File: config.mk
export PLATFORM = sky130hd
export DESIGN_NAME = green_sram_writer_flat
export DESIGN_NICKNAME = d
export VERILOG_FILES = /design/src/rtl/green_sram_writer_if.sv /design/src/rtl/green_sram_writer.sv /design/src/flat_wrapper.sv
export SDC_FILE = /design/constraint.sdc
export NUM_CORES = 1
export LEC_CHECK = 0
export ABC_CLOCK_PERIOD_IN_PS = 6400
export BUFFER_PORTS_ARGS = -buffer_cell sky130_fd_sc_hd__buf_2
export CAP_MARGIN = 10
export CORE_ASPECT_RATIO = 1.5
export CORE_MARGIN = 5
export CORE_UTILIZATION = 35
export CTS_CLUSTER_DIAMETER = 150
export CTS_CLUSTER_SIZE = 16
export DETAILED_ROUTE_END_ITERATION = 7
export PLACE_DENSITY_LB_ADDON = 0.2
export SLEW_MARGIN = 20
export SYNTH_ARGS = -nofsm -noshare
export SYNTH_HDL_FRONTEND = slang
export SYNTH_SLANG_ARGS = --single-unit
File: constraint.sdc
create_clock -name clk -period 6.4 [get_ports clk]
set_clock_uncertainty 0.1 [all_clocks]
set_input_delay 0 -clock clk [delete_from_list [all_inputs] [get_ports clk]]
set_output_delay 0 -clock clk [all_outputs]
set_load 0.05 [all_outputs]
File: src/rtl/green_sram_writer_if.sv
// Bus bundle between the green pixel FIFO, the SRAM writer and the framebuffer SRAM write port.
// The master side is the writer: it pops the FIFO and drives the SRAM write strobe, address and data.
interface green_sram_writer_if #(
    parameter int ADDR_W = 14,
    parameter int PIX_W  = 8,
    parameter int DATA_W = 4 * PIX_W
);
    logic              fifo_empty;
    logic              fifo_rd_en;
    logic [PIX_W-1:0]  fifo_rd_data;
    logic              wr_en;
    logic [ADDR_W-1:0] wr_addr;
    logic [DATA_W-1:0] wr_data;

    modport master (
        input  fifo_empty,
        input  fifo_rd_data,
        output fifo_rd_en,
        output wr_en,
        output wr_addr,
        output wr_data
    );

    modport slave (
        output fifo_empty,
        output fifo_rd_data,
        input  fifo_rd_en,
        input  wr_en,
        input  wr_addr,
        input  wr_data
    );
endinterface

File: src/rtl/green_sram_writer.sv
// Packs green pixels from the FIFO into 32-bit words and writes one full frame to the framebuffer SRAM.
// Optional GREEN_WR_FRAME_CNT_EN adds a 16-bit count of completed frames (frame_cnt).
module green_sram_writer #(
    parameter int ADDR_W = 14,
    parameter int PIX_W  = 8,
    parameter int DATA_W = 4 * PIX_W
) (
    input  logic clk,
    input  logic rst_n,
    input  logic start,
    input  logic abort,
    output logic busy,
    output logic frame_done,
    green_sram_writer_if.master bus
`ifdef GREEN_WR_FRAME_CNT_EN
    ,
    output logic [15:0] frame_cnt
`endif
);

    localparam int CNT_W = ADDR_W + 3;
    localparam logic [CNT_W-1:0]  FRAME_PIX = {1'b1, {(ADDR_W + 2){1'b0}}};
    localparam logic [ADDR_W-1:0] LAST_ADDR = {ADDR_W{1'b1}};

    typedef enum logic [1:0] {
        IDLE = 2'd0,
        RUN  = 2'd1,
        DONE = 2'd2
    } state_t;

    state_t              state_q;
    state_t              state_d;
    logic [CNT_W-1:0]    issued_q;
    logic [1:0]          lane_q;
    logic                pix_vld_q;
    logic [ADDR_W-1:0]   word_addr_q;
    logic [3*PIX_W-1:0]  lanes_q;
    logic                wr_en_q;
    logic [DATA_W-1:0]   wr_data_q;
    logic                rd_en;
    logic                last_write;

    // Pop whenever running, data is available and the frame has not been fully requested yet.
    assign rd_en      = (state_q == RUN) && !bus.fifo_empty && (issued_q < FRAME_PIX);
    assign last_write = wr_en_q && (word_addr_q == LAST_ADDR);

    assign bus.fifo_rd_en = rd_en;
    assign bus.wr_en      = wr_en_q;
    assign bus.wr_addr    = word_addr_q;
    assign bus.wr_data    = wr_data_q;
    assign busy           = (state_q != IDLE);
    assign frame_done     = (state_q == DONE);

    always_ff @(posedge clk or negedge rst_n) begin
        if (!rst_n) begin
            state_q <= IDLE;
        end else begin
            state_q <= state_d;
        end
    end

    always_comb begin
        state_d = state_q;
        if (abort) begin
            state_d = IDLE;
        end else begin
            case (state_q)
                IDLE:    if (start) state_d = RUN;
                RUN:     if (last_write) state_d = DONE;
                DONE:    state_d = IDLE;
                default: state_d = IDLE;
            endcase
        end
    end

    // Pixel packing and write generation; abort drops any partial word and in-flight pop.
    always_ff @(posedge clk or negedge rst_n) begin
        if (!rst_n) begin
            issued_q    <= '0;
            lane_q      <= '0;
            pix_vld_q   <= 1'b0;
            word_addr_q <= '0;
            lanes_q     <= '0;
            wr_en_q     <= 1'b0;
            wr_data_q   <= '0;
        end else if (abort) begin
            issued_q    <= '0;
            lane_q      <= '0;
            pix_vld_q   <= 1'b0;
            word_addr_q <= '0;
            wr_en_q     <= 1'b0;
        end else begin
            wr_en_q <= 1'b0;
            if (state_q == IDLE && start) begin
                issued_q    <= '0;
                lane_q      <= '0;
                pix_vld_q   <= 1'b0;
                word_addr_q <= '0;
            end else begin
                pix_vld_q <= rd_en;
                if (rd_en) begin
                    issued_q <= issued_q + 1'b1;
                end
                if (wr_en_q) begin
                    word_addr_q <= word_addr_q + 1'b1;
                end
                if (pix_vld_q) begin
                    lane_q <= lane_q + 1'b1;
                    if (lane_q == 2'd3) begin
                        wr_en_q   <= 1'b1;
                        wr_data_q <= {bus.fifo_rd_data, lanes_q};
                    end else begin
                        lanes_q[int'(lane_q)*PIX_W +: PIX_W] <= bus.fifo_rd_data;
                    end
                end
            end
        end
    end

`ifdef GREEN_WR_FRAME_CNT_EN
    always_ff @(posedge clk or negedge rst_n) begin
        if (!rst_n) begin
            frame_cnt <= '0;
        end else if (frame_done) begin
            frame_cnt <= frame_cnt + 16'd1;
        end
    end
`endif

endmodule

File: src/flat_wrapper.sv
// flat-port wrapper written by rule: the top's interface ports become plain ports
module green_sram_writer_flat 
#(
    parameter int ADDR_W = 14,
    parameter int PIX_W  = 8,
    parameter int DATA_W = 4 * PIX_W
)
  (clk, rst_n, start, abort, busy, frame_done, bus_fifo_empty, bus_fifo_rd_data, bus_fifo_rd_en, bus_wr_en, bus_wr_addr, bus_wr_data);
  green_sram_writer_if #(.ADDR_W(ADDR_W), .PIX_W(PIX_W), .DATA_W(DATA_W)) bus_i ();
  input  logic clk;
  input  logic rst_n;
  input  logic start;
  input  logic abort;
  output logic busy;
  output logic frame_done;
  input wire logic [$bits(bus_i.fifo_empty)-1:0] bus_fifo_empty;
  input wire logic [$bits(bus_i.fifo_rd_data)-1:0] bus_fifo_rd_data;
  output wire logic [$bits(bus_i.fifo_rd_en)-1:0] bus_fifo_rd_en;
  output wire logic [$bits(bus_i.wr_en)-1:0] bus_wr_en;
  output wire logic [$bits(bus_i.wr_addr)-1:0] bus_wr_addr;
  output wire logic [$bits(bus_i.wr_data)-1:0] bus_wr_data;
  assign bus_i.fifo_empty = bus_fifo_empty;
  assign bus_i.fifo_rd_data = bus_fifo_rd_data;
  assign bus_fifo_rd_en = bus_i.fifo_rd_en;
  assign bus_wr_en = bus_i.wr_en;
  assign bus_wr_addr = bus_i.wr_addr;
  assign bus_wr_data = bus_i.wr_data;
  green_sram_writer #(.ADDR_W(ADDR_W), .PIX_W(PIX_W), .DATA_W(DATA_W)) u_core (.clk(clk), .rst_n(rst_n), .start(start), .abort(abort), .busy(busy), .frame_done(frame_done), .bus(bus_i));
endmodule
### Word-level counts from Yosys, hierarchy flattened

Index checks and enable logic that the tools add are counted.

* bits in registers: 93
* bits in latches: 0
* bits in writable memories: 0
* ROM bits: 0
* bits of input ports: 13
* word-level logic and storage cells: 57
* memories kept: 0

* add/sub/neg operators: 4
* multiply operators: 0
* divide/modulo/power cells: 0
* $lt $le $gt $ge: 1
* eq/ne operators: 6
* shifts and indexed selects: 2
* muxes and demuxes: 20
* bitwise gates (word level): 3
* reduce and logical (&&, ||, !) cells: 13

Operator list (number)
* $mux 17: 3
* $mux 14: 3
* $neg 5->33: 1
* $shift 8x33->24 const A: 1
* $shiftx 8x33->24: 1
* $bwmux 24: 1
* $add 17x1->17 const B: 1
* $lt 17x17->1 const B: 1
* $add 14x1->14 const B: 1
* $eq 14x14->1 const B: 1
* $mux 2: 6
* $reduce_bool 3->1: 3
* $reduce_and 4->1: 2
* $mux 1: 6
* $eq 2x2->1 const B: 2
* $logic_and 1x1->1: 4
* $pmux 2 s2: 1
* $ne 3x2->1 const B: 1
* $ne 3x3->1 const B: 1
* $not 1->1: 3
* $add 2x1->2 const B: 1
* $eq 2x1->1 const B: 1
* $logic_not 2->1: 1
* $reduce_and 2->1: 1
* other kinds (2): 2

### Logic depth before layout (Yosys ltp)

* depth after elaboration: 6
* mapped depth: 7
* mapped depth without buffers: 6

### Worst setup path before layout

OpenSTA, ideal clock, no wires.

* path kind: register to register
* from: register u_core.state_q[1]
* to: register u_core.issued_q[13]
* setup time: 78 ps
* arrival: 2057 ps
* setup slack: 4165 ps
* stages on the path, launching flop included: 6
* path through: dfrtp_1 -> or4b_1 -> buf_2 -> or4_4 -> or3_1 -> a21oi_1

* longest elaborated chain between the ends: 4
* elaborated cells on any way between the ends: 8
* classes of those cells: eq/ne (1); mux (2); reduce/logical (5)

Ends and longest elaborated chain
* start: declaration: line green_sram_writer.sv:31 `state_t state_q;`
* start signal: assignment: line green_sram_writer.sv:58 `state_q <= state_d;`
* $eq 2x1->1 or $logic_not 2->1 (tied branches): line green_sram_writer.sv:44, green_sram_writer.sv:94
* $logic_and 1x1->1, on equally long branches: line green_sram_writer.sv:44, green_sram_writer.sv:94
* $logic_and 1x1->1 or $mux 17 (tied branches): line green_sram_writer.sv:44, green_sram_writer.sv:94
* $reduce_bool 3->1 (no source line) or $mux 17 (tied branches)
* end signal: assignment: line green_sram_writer.sv:102 `issued_q <= issued_q + 1'b1;`
* end: declaration: line green_sram_writer.sv:33 `logic [CNT_W-1:0] issued_q;`

Parallel ways exist; a longest one is shown, timed or not.
A chain may end at the register's enable or synchronous reset.

### Worst setup path in the final report

Ends and elaborated chain as after synthesis.

==> metrics.yaml <==
run_status:
  status: "finished clean"
synthesis:
  synth_area_leaders: "dfrtp_1, mux2_2, o21ai_0, nand3_1, inv_1"
  ys_warn_count: 0
  synth_cell_type_count: 31
  synth-edff-count: 0
  synth_area_leader_cell: "dfrtp_1"
  synth.most_common_cell: "dfrtp_1"
  ys_seq_area_share_pct: 57.9
  ys_ff_latch: 93
  synth_common_cells: "dfrtp_1, mux2_2, inv_1, nor2_1, o21ai_0"
  async_flop_share_pct: 100
  syn_inst: 359
  synthesis.nets: 379
  syn_avg_cell_area_um2: 11.2
  synth_top_area_share_pct: 57.9
  synthFlopType: "dfrtp_1"
  synth_area_mm2: 0.00402
setup_path:
  worstSetupStartpointType: "register"
  cp_cell_sequence: "or4b_1, or4_4, or3_1, a21oi_1"
  cp.required_ps: 6560
  cp_top_family: "simple AND/OR/NAND/NOR gates"
  worst-path-buf-inv: 0
  reg2reg_from: "u_core.state_q[1]$_DFFE_PN0P_"
  critPathLaunch: "u_core.state_q[1]$_DFFE_PN0P_"
  crit_type: "register to register"
  worstPathArrival_ps: 2550
  cpPeakStageDelay_ps: 700
  cp_slowest_cell: "or4b_1"
  critical_path_peak_fanout: 9
  crit_path_end_kind: "register"
pwr:
  p_leak_nw: 2.36
  peakVddDrop_v: 0.000120
  powerDensity_mw_per_mm2: 246
clock_network:
  clock_latency_ps: 340
  clk_pin_slew_ps: 70
  cts_tree: "yes"
  cts_buffers: 9
  htree_levels: 3
  clockRootBuffer: "clkbuf_16"
  cts_buffer_depth: 2
  cts_setup_buffers: 0
  cts_sinks: 93
layout:
  seqCellArea_mm2: 0.00233
  multiInputGateArea_mm2: 0.00154
  layout-drive-gt1-share_pct: 26.8
  nFillCells: 1101
  fin_util_pct: 43.1
  area_growth_syn_to_layout_pct: 22.6
  diodes: 0
  nets: 455
timing:
  worst_pin_slew_ps: 984
  tns_ps: 0
  slew_headroom_pct: 34.3
  finalCriticalPeriod_ps: 2390
  slew_violations: 0
  hold_viol: 0
  min_period_over_period_pct: 37.4
  rsz0062_at_grt: "no"
  fmax_mhz: 418
  setup_viol: 0
global_routing:
  grt_pass1_vias: 2999
  grt_max_degree: 51
  antenna_found_initial: 0
  grt_usage_pct: 13.5
  grt_first_pass_wirelength_um: 14900
  grt_overflow: 0
placement:
  numPortBuffers: 62
  place.gp.congestion: 0.782
  place_hpwl_um: 5910
run:
  drv_cap: 0
drt:
  avgRoutedWirePerCell_um: 14.6
  drc_errors: 0
  antenna_left: 0
  drt_iter0_drc: 107
  wl_um: 8640
  drt_pass1_iterations: 4
  vias: 2808
  routed_via_density: 4.76
floorplan:
  start_util_pct: 35.2
  dieArea_mm2: 0.0138
  core_mm2: 0.0114
  ioPinCount: 63
  die_h_um: 141
  die_w_um: 97.5
  num_rows: 48
min_path:
  hold_start: "bus_fifo_empty"
  hold_class: "primary input to register"
==> power by group <==
part | switching [mW] | leakage (nW) | internal (mW)
combinational | 0.0395 | 1.02 | 0.0193
sequential | 0.0107 | 1.21 | 0.608
clock | 0.230 | 0.136 | 0.306
total | 0.280 | 2.36 | 0.933
==> layout by cell type, fill, tap and decap left out, types with 2 or more instances in the layout <==
cell            n
a21oi_1         9
and3_1          2
and4_1          4
buf_2          61
buf_4           5
clkbuf_16       9
clkinvlp_4      3
dfrtp_1        93
dlygate4sd3_1  11
ha_1            7
inv_1          29
inv_6           2
mux2_2         32
mux2i_1        10
nand2_1        22
nand3_1        24
nand4_1         9
nor2_1         26
nor3_1          3
nor3b_1         4
nor4_1          5
nor4_2          2
o21ai_0        25
or2_2           2
or3_1           9
xnor2_1        12
xor2_1          9
==> what timing repair did <==
item / CTS / global route
hold buffers: 11 / 0
resized for setup: 0 / 0
endpoints found under the hold margin: 78 / 0
==> cell type report <==
| type | instances | area share [%] |
|---|---|---|
| flip-flops and latches | 93 | 47.3 |
| multi-input cells | 224 | 31.3 |
| repair buffers | 77 | 9.20 |
| clock buffers | 10 | 4.65 |
| well taps | 150 | 3.81 |
| inverters | 30 | 2.29 |
| clock inverters | 6 | 1.42 |
==> final timing paths <==
check                      slack [ps]                                  to  cells after the start
max                              4010     u_core.issued_q[13]$_DFFE_PN0P_                      4
min                                50          u_core.pix_vld_q$_DFF_PN0_                      3
min in group asynchronous          90      u_core.issued_q[9]$_DFFE_PN0P_                      2
max reg2reg                      4010     u_core.issued_q[13]$_DFFE_PN0P_                      4
min reg2reg                       390     u_core.issued_q[16]$_DFFE_PN0P_                      1
max in group asynchronous        5060  u_core.bus.wr_data[18]$_DFFE_PN0P_                      3
==> layer usage <==
layer / vias up / global-route usage, % / share of wire [%]
li1: 1382 / - / -
met1: 1366 / 17.0 / 45
met2: 53 / 22.6 / 50
met3: 7 / 2.92 / 3.4
met4: 0 / 5.03 / 1.2
met5: - / 0 / 0
==> flip-flops by register name, indices dropped and copies added, names as in the netlist <==
name and flops:
u_core.pix_vld_q 1, u_core.issued_q 17, u_core.lanes_q 24, u_core.lane_q 2
u_core.state_q 2, u_core.bus.wr_data 32, u_core.bus.wr_en 1, u_core.bus.wr_addr 14
==> cells by family (layout without fill, tap and decap cells) <==
group           Yosys count  in the layout  synth area share, %
flops                    93             93                 57.9
xor+xnor                 21             21                 4.58
buf+inv                  42            123                 3.96
simple gates            118            118                 15.3
compound gates           36             36                 4.58
fa+ha+maj                 7              7                 2.18
mux                      42             42                 11.5
==> metrics by stage <==
step | hold slack (ps) | setup slack, ps | instance area [um^2] | std cells | total power, mW
floorplan | -396 | 4170 | 4020 | 359 | 0.653
CTS | 39.0 | 4020 | 4920 | 590 | 1.23
global placement | -68.1 | 4040 | 4510 | 563 | 0.683
finish | 49.2 | 4010 | 4920 | 590 | 1.21
global route | 90.0 | 3890 | 4920 | 590 | 1.27
detailed placement | -65.3 | 4020 | 4510 | 563 | 0.685
==> worst reg2reg max path, cell delays in order, from the launching register on <==
cell and delay (ps):
dfrtp_1 410, or4b_1 700, or4_4 610, or3_1 350, a21oi_1 140
(Power assumes the default switching activity.)
